[src/rtl/m_axi_write_master.sv]
// AXI4 single-beat write initiator.
// Takes one command at a time, drives AW/W until each handshakes, then waits on B.
// A B-channel timeout turns a missing response into SLVERR with timeout_o set.
module m_axi_write_master #(
  parameter int unsigned TIMEOUT = 64,
  parameter int unsigned ADDR_W  = 32,
  parameter int unsigned DATA_W  = 32,
  parameter int unsigned ID_W    = 4
) (
  input  logic              clk,
  input  logic              areset,
  // Command port
  input  logic              cmd_valid_i,
  output logic              cmd_ready_o,
  input  logic [ID_W-1:0]   cmd_id_i,
  input  logic [ADDR_W-1:0] cmd_addr_i,
  input  logic [DATA_W-1:0] cmd_data_i,
  // AW channel
  output logic [ID_W-1:0]   awid_o,
  output logic [ADDR_W-1:0] awaddr_o,
  output logic              awvalid_o,
  input  logic              awready_i,
  // W channel
  output logic [DATA_W-1:0] wdata_o,
  output logic              wvalid_o,
  input  logic              wready_i,
  // B channel
  input  logic [ID_W-1:0]   bid_i,
  input  logic [1:0]        bresp_i,
  input  logic              bvalid_i,
  output logic              bready_o,
  // Completion report
  output logic              done_o,
  output logic [1:0]        resp_o,
  output logic              id_err_o,
  output logic              timeout_o
);

  localparam logic [1:0] StIdle  = 2'd0;
  localparam logic [1:0] StSend  = 2'd1;
  localparam logic [1:0] StWaitB = 2'd2;

  // Width covers 0..TIMEOUT; a 1-bit dummy keeps the counter legal when disabled.
  localparam int unsigned   CntW      = (TIMEOUT > 0) ? $clog2(TIMEOUT + 1) : 1;
  localparam logic [CntW-1:0] CntLast = (TIMEOUT > 0) ? CntW'(TIMEOUT - 1) : '0;
  localparam bit            TimeoutEn = (TIMEOUT != 0);

  logic [1:0]        state_q, state_d;
  logic              cmd_ready_q, cmd_ready_d;
  logic [ID_W-1:0]   awid_q, awid_d;
  logic [ADDR_W-1:0] awaddr_q, awaddr_d;
  logic [DATA_W-1:0] wdata_q, wdata_d;
  logic              awvalid_q, awvalid_d;
  logic              wvalid_q, wvalid_d;
  logic              aw_done_q, aw_done_d;
  logic              w_done_q, w_done_d;
  logic              bready_q, bready_d;
  logic [CntW-1:0]   cnt_q, cnt_d;
  logic              done_q, done_d;
  logic [1:0]        resp_q, resp_d;
  logic              id_err_q, id_err_d;
  logic              timeout_q, timeout_d;

  logic aw_hs, w_hs;

  assign aw_hs = awvalid_q & awready_i;
  assign w_hs  = wvalid_q & wready_i;

  // Next-state logic for the transaction FSM and all registered outputs.
  always_comb begin
    state_d   = state_q;
    awid_d    = awid_q;
    awaddr_d  = awaddr_q;
    wdata_d   = wdata_q;
    awvalid_d = awvalid_q;
    wvalid_d  = wvalid_q;
    aw_done_d = aw_done_q;
    w_done_d  = w_done_q;
    bready_d  = bready_q;
    cnt_d     = cnt_q;
    done_d    = 1'b0;
    resp_d    = resp_q;
    id_err_d  = id_err_q;
    timeout_d = timeout_q;

    unique case (state_q)
      StIdle: begin
        if (cmd_valid_i && cmd_ready_q) begin
          awid_d    = cmd_id_i;
          awaddr_d  = cmd_addr_i;
          wdata_d   = cmd_data_i;
          awvalid_d = 1'b1;
          wvalid_d  = 1'b1;
          aw_done_d = 1'b0;
          w_done_d  = 1'b0;
          state_d   = StSend;
        end
      end
      StSend: begin
        if (aw_hs) begin
          awvalid_d = 1'b0;
          aw_done_d = 1'b1;
        end
        if (w_hs) begin
          wvalid_d = 1'b0;
          w_done_d = 1'b1;
        end
        if ((aw_done_q || aw_hs) && (w_done_q || w_hs)) begin
          bready_d = 1'b1;
          cnt_d    = '0;
          state_d  = StWaitB;
        end
      end
      StWaitB: begin
        cnt_d = cnt_q + 1'b1;
        // A real response in the expiry cycle takes priority over the timeout.
        if (bvalid_i) begin
          resp_d    = bresp_i;
          id_err_d  = (bid_i != awid_q);
          timeout_d = 1'b0;
          done_d    = 1'b1;
          bready_d  = 1'b0;
          state_d   = StIdle;
        end else if (TimeoutEn && (cnt_q == CntLast)) begin
          resp_d    = 2'b10;
          id_err_d  = 1'b0;
          timeout_d = 1'b1;
          done_d    = 1'b1;
          bready_d  = 1'b0;
          state_d   = StIdle;
        end
      end
      default: begin
        state_d = StIdle;
      end
    endcase

    // Registered ready keeps it low while reset is asserted and for the first edge after.
    cmd_ready_d = (state_d == StIdle);
  end

  // State and output registers, asynchronously cleared.
  always_ff @(posedge clk or negedge areset) begin
    if (!areset) begin
      state_q     <= StIdle;
      cmd_ready_q <= 1'b0;
      awid_q      <= '0;
      awaddr_q    <= '0;
      wdata_q     <= '0;
      awvalid_q   <= 1'b0;
      wvalid_q    <= 1'b0;
      aw_done_q   <= 1'b0;
      w_done_q    <= 1'b0;
      bready_q    <= 1'b0;
      cnt_q       <= '0;
      done_q      <= 1'b0;
      resp_q      <= 2'b00;
      id_err_q    <= 1'b0;
      timeout_q   <= 1'b0;
    end else begin
      state_q     <= state_d;
      cmd_ready_q <= cmd_ready_d;
      awid_q      <= awid_d;
      awaddr_q    <= awaddr_d;
      wdata_q     <= wdata_d;
      awvalid_q   <= awvalid_d;
      wvalid_q    <= wvalid_d;
      aw_done_q   <= aw_done_d;
      w_done_q    <= w_done_d;
      bready_q    <= bready_d;
      cnt_q       <= cnt_d;
      done_q      <= done_d;
      resp_q      <= resp_d;
      id_err_q    <= id_err_d;
      timeout_q   <= timeout_d;
    end
  end

  assign cmd_ready_o = cmd_ready_q;
  assign awid_o      = awid_q;
  assign awaddr_o    = awaddr_q;
  assign awvalid_o   = awvalid_q;
  assign wdata_o     = wdata_q;
  assign wvalid_o    = wvalid_q;
  assign bready_o    = bready_q;
  assign done_o      = done_q;
  assign resp_o      = resp_q;
  assign id_err_o    = id_err_q;
  assign timeout_o   = timeout_q;

endmodule

[config.mk]
export PLATFORM = sky130hd
export DESIGN_NAME = m_axi_write_master
export DESIGN_NICKNAME = d
export VERILOG_FILES = /design/src/rtl/m_axi_write_master.sv
export SDC_FILE = /design/constraint.sdc
export NUM_CORES = 1
export LEC_CHECK = 0
export ABC_AREA = 1
export CAP_MARGIN = 30
export CORE_ASPECT_RATIO = 1.5
export CORE_MARGIN = 1
export CORE_UTILIZATION = 43
export CTS_BUF_LIST = sky130_fd_sc_hd__clkbuf_8
export CTS_CLUSTER_DIAMETER = 40
export DETAILED_ROUTE_END_ITERATION = 10
export PLACE_DENSITY_LB_ADDON = 0.25
export SYNTH_ARGS = -nofsm -noshare
export SYNTH_HDL_FRONTEND = slang
export SYNTH_SLANG_ARGS = --single-unit
[constraint.sdc]
create_clock -name clk -period 1.5 [get_ports clk]
set_input_delay 0.15 -clock clk [delete_from_list [all_inputs] [get_ports clk]]
set_output_delay 0.15 -clock clk [all_outputs]
set_load 0.02 [all_outputs]
==> impl_metrics.csv <==
group,metric,value,unit
floorplanning,start_util,44.6,%
worst_setup_path,cp-start-kind,"flop",
sta,worst-slew-pin-transition,0.427,ns
clocking,clkLatencyLatePin,0.35,ns
worst_setup_path,cp_slowest_cell,"clkdlybuf4s50_1",
worst_setup_path,r2r_end,"id_err_o",
synth,synth_edf_count,0,
synth,synth_most_common_cell,"nand2_1",
worst_setup_path,critical_path_required,1.35,ns
detailed_routing,vias,3189,
power_and_ir_drop,leakage,3.21,nW
detailed_routing,finalWirelength,9.15,mm
sta,max_slew_margin,71.5,%
synth,ys_top_cells_by_count,"nand2_1 (247), dfrtp_1 (88), inv_1 (18), nand3_1 (13), nor2_1 (9)",
detailed_routing,wl_per_cell,13.4,um
worst_setup_path,timing.rr.start,"cnt_q[1]",
worst_setup_path,reg2regPathDepth,8,
clocking,cts_made_buffers,9,
worst_setup_path,path_max_fanout,2,
floorplanning,die_width,76.4,um
detailed_routing,drc_errors,0,
synth,yosysTopAreaCell,"dfrtp_1",
detailed_routing,via_per_inst,4.67,
worst_setup_path,cp.depth,1,
worst_setup_path,crit_type,"reg -> out",
clocking,h-tree-depth,3,
worst_setup_path,ff2ff_setup_slack,0.17,ns
layout,drive_gt1_share,4.84,%
clocking,cts_tree,"yes",
sta,hold_viol_final,0,
layout,design_area,5520,um^2
worst_setup_path,path_buf_inv,1,
synth,postSynth.asyncResetShare,100,%
floorplanning,die_y,114,um
worst_setup_path,cp.arrival,1.32,ns
worst_setup_path,path_cells,"clkdlybuf4s50_1",
global_route,grt_pass1_vias,3167,
global_route,grt_pass1_wl,14.7,mm
layout,area_growth,54.6,%
layout,antennaDiodeCount,0,
sta,clock.fmax,678,MHz
synth,synth_cells,416,
power_and_ir_drop,finalPower,0.0112,W
global_route,grt_overflow_total,0,
place,gp_congestion,0.795,
sta,setup_viol,0,
synth,synth.yosys.seq_area_share,61.6,%
floorplanning,io_pins,157,
floorplanning,row_count,40,
detailed_routing,antenna_left,0,
layout,fill_cells,625,
detailed_routing,drt_pass1_iterations,4,
synth,synth_ff_type,"dfrtp_1",
place,io_buffers,156,
power_and_ir_drop,peakVddDrop,1060,uV
sta,finClkSkew,0.00428,ns
synth,postSynthAreaPerCell,8.59,um^2
worst_setup_path,end_kind,"primary output",
run_status,status,"finished clean",
layout,fin_nets,657,
synth,synth_area,3570,um^2
worst_setup_path,slowest_delay,0.62,ns
global_route,grt_max_degree,51,
worst_setup_path,setup.worst_path.end,"resp_o[1]",
worst_setup_path,crit_start,"resp_o[1]",
synth,synth_cell_types,22,
hold_path,hold_class,"in -> async",
run,maxCapViolations,0,
sta,maxSlewViolCount,0,
global_route,grt.total_usage,21.8,%
clocking,root_buffer,"clkbuf_8",
worst_setup_path,crit_family,"buffers and inverters",
detailed_routing,drt_iter0_drc,196,
clocking,path_clk_slew,0.08,ns
power_and_ir_drop,power.density,2020,nW/um^2
synth,synth_nets,497,
synth,yosysTopAreaCellShare,61.6,%
place,dp_hpwl,6.45,mm
floorplanning,core,8010,um^2
synth,synth_seq_cells,88,
synth,synth_area_leaders,"dfrtp_1 (62%), nand2_1 (26%), inv_1 (1.9%)",
global_route,antenna_found_initial,0,
sta,min_period,1.47,ns
synth,yosys_warnings,0,
clocking,cts_buffer_depth,2,
clocking,cts_sinks,88,
place,placed_area,5260,um^2
floorplanning,dieArea,8690,um^2
sta,timing.final.crit_share,98.3,%
==> registers in the layout (all words and copies together), names as in the netlist <==
| register | flops |
|---|---|
| cmd_ready_o | 1 |
| bready_o | 1 |
| cnt_q | 7 |
| state_q | 2 |
| timeout_o | 1 |
| done_o | 1 |
| w_done_q | 1 |
| wdata_o | 32 |
| awid_o | 4 |
| aw_done_q | 1 |
| id_err_o | 1 |
| wvalid_o | 1 |
| resp_o | 2 |
| awvalid_o | 1 |
| awaddr_o | 32 |
==> layer usage <==
| layer | GRT usage, % | up-vias | share of wire, % |
|---|---|---|---|
| met4 | 14.1 | 0 | 3.8 |
| met1 | 25.2 | 1490 | 40 |
| met2 | 37.6 | 105 | 52 |
| li1 | - | 1571 | - |
| met3 | 3.52 | 23 | 4.6 |
| met5 | 0 | - | 0 |
==> power by group <==
part | leakage (nW) | switching, W | internal (W) | total (W)
Clock | 0.0967 | 0.000760 | 0.000777 | 0.00154
Combinational | 2.01 | 0.00321 | 0.00236 | 0.00556
Sequential | 1.10 | 0.000605 | 0.00347 | 0.00407
Total | 3.21 | 0.00457 | 0.00660 | 0.0112
==> repair_timing <==
action	4_1_cts	5_1_grt
setup endpoints to repair	18	40
setup buffers	0	1
hold buffers	1	0
hold endpoints to repair	31	0
resized for setup	18	39
==> worst min path at each step <==
stage                     cells after the start  slack (ns)   start      endpoint
after floorplan                               0       -0.15  areset     aw_done_q
after global placement                        1        0.12  areset   wdata_o[22]
after detailed placement                      1        0.12  areset  awaddr_o[30]
after CTS                                     2        0.27  areset  awaddr_o[30]
after global routing                          2        0.31  areset  awaddr_o[30]
final                                         2        0.28  areset  awaddr_o[30]
==> metrics by stage <==
stage / TNS, ns / std cells / setup slack, ns / hold slack, ns / utilization [%]
2_1_floorplan: 0 / 416 / 0.302 / -0.146 / -
3_3_place_gp: 0 / 668 / 0.108 / 0.120 / 65.6
3_5_place_dp: 0 / 668 / 0.0716 / 0.122 / 65.6
4_1_cts: 0 / 682 / 0.0000181 / 0.273 / 67.7
5_1_grt: -0.0000103 / 683 / -0.0000103 / 0.308 / 69.0
6_report: 0 / 683 / 0.0256 / 0.281 / 69.0
==> area by class of cell <==
class | instances | area, um^2 | share of cell area (%)
multi-input combinational | 291 | 1190 | 21.5
timing repair buffer | 164 | 1740 | 31.6
tap | 105 | 131 | 2.38
sequential | 88 | 2200 | 39.9
clock buffer | 10 | 138 | 2.49
inverter | 22 | 82.6 | 1.49
clock inverter | 3 | 37.5 | 0.680
==> cells by family after synthesis <==
logic type | after synthesis | synth area share [%]
DFF | 88 | 61.6
and+or+nand+nor | 274 | 30.3
AOI/OAI and AO/OA | 14 | 2.10
xor gates and xnor gates | 2 | 0.490
adders and majority gates | 1 | 0.350
buffers and inverters | 37 | 5.18
==> cells in the final DEF, fill, tap and decap left out <==
cell type,n
o21ai_1,3
nand4_4,1
bufinv_16,1
dlymetal6s2s_1,38
nand3_1,13
nand2_1,246
nor2_1,9
buf_4,4
nor2_4,1
dfrtp_1,88
ha_1,1
xnor2_1,1
xor2_1,1
inv_2,4
nand2_2,1
dlygate4sd2_1,18
nand4_1,1
o22ai_1,2
dlygate4sd3_1,1
nand3_2,1
clkdlybuf4s50_1,99
or2_2,1
o21ai_0,8
clkbuf_8,10
o21bai_1,1
buf_12,4
inv_1,20
(Power assumes the default switching activity.)
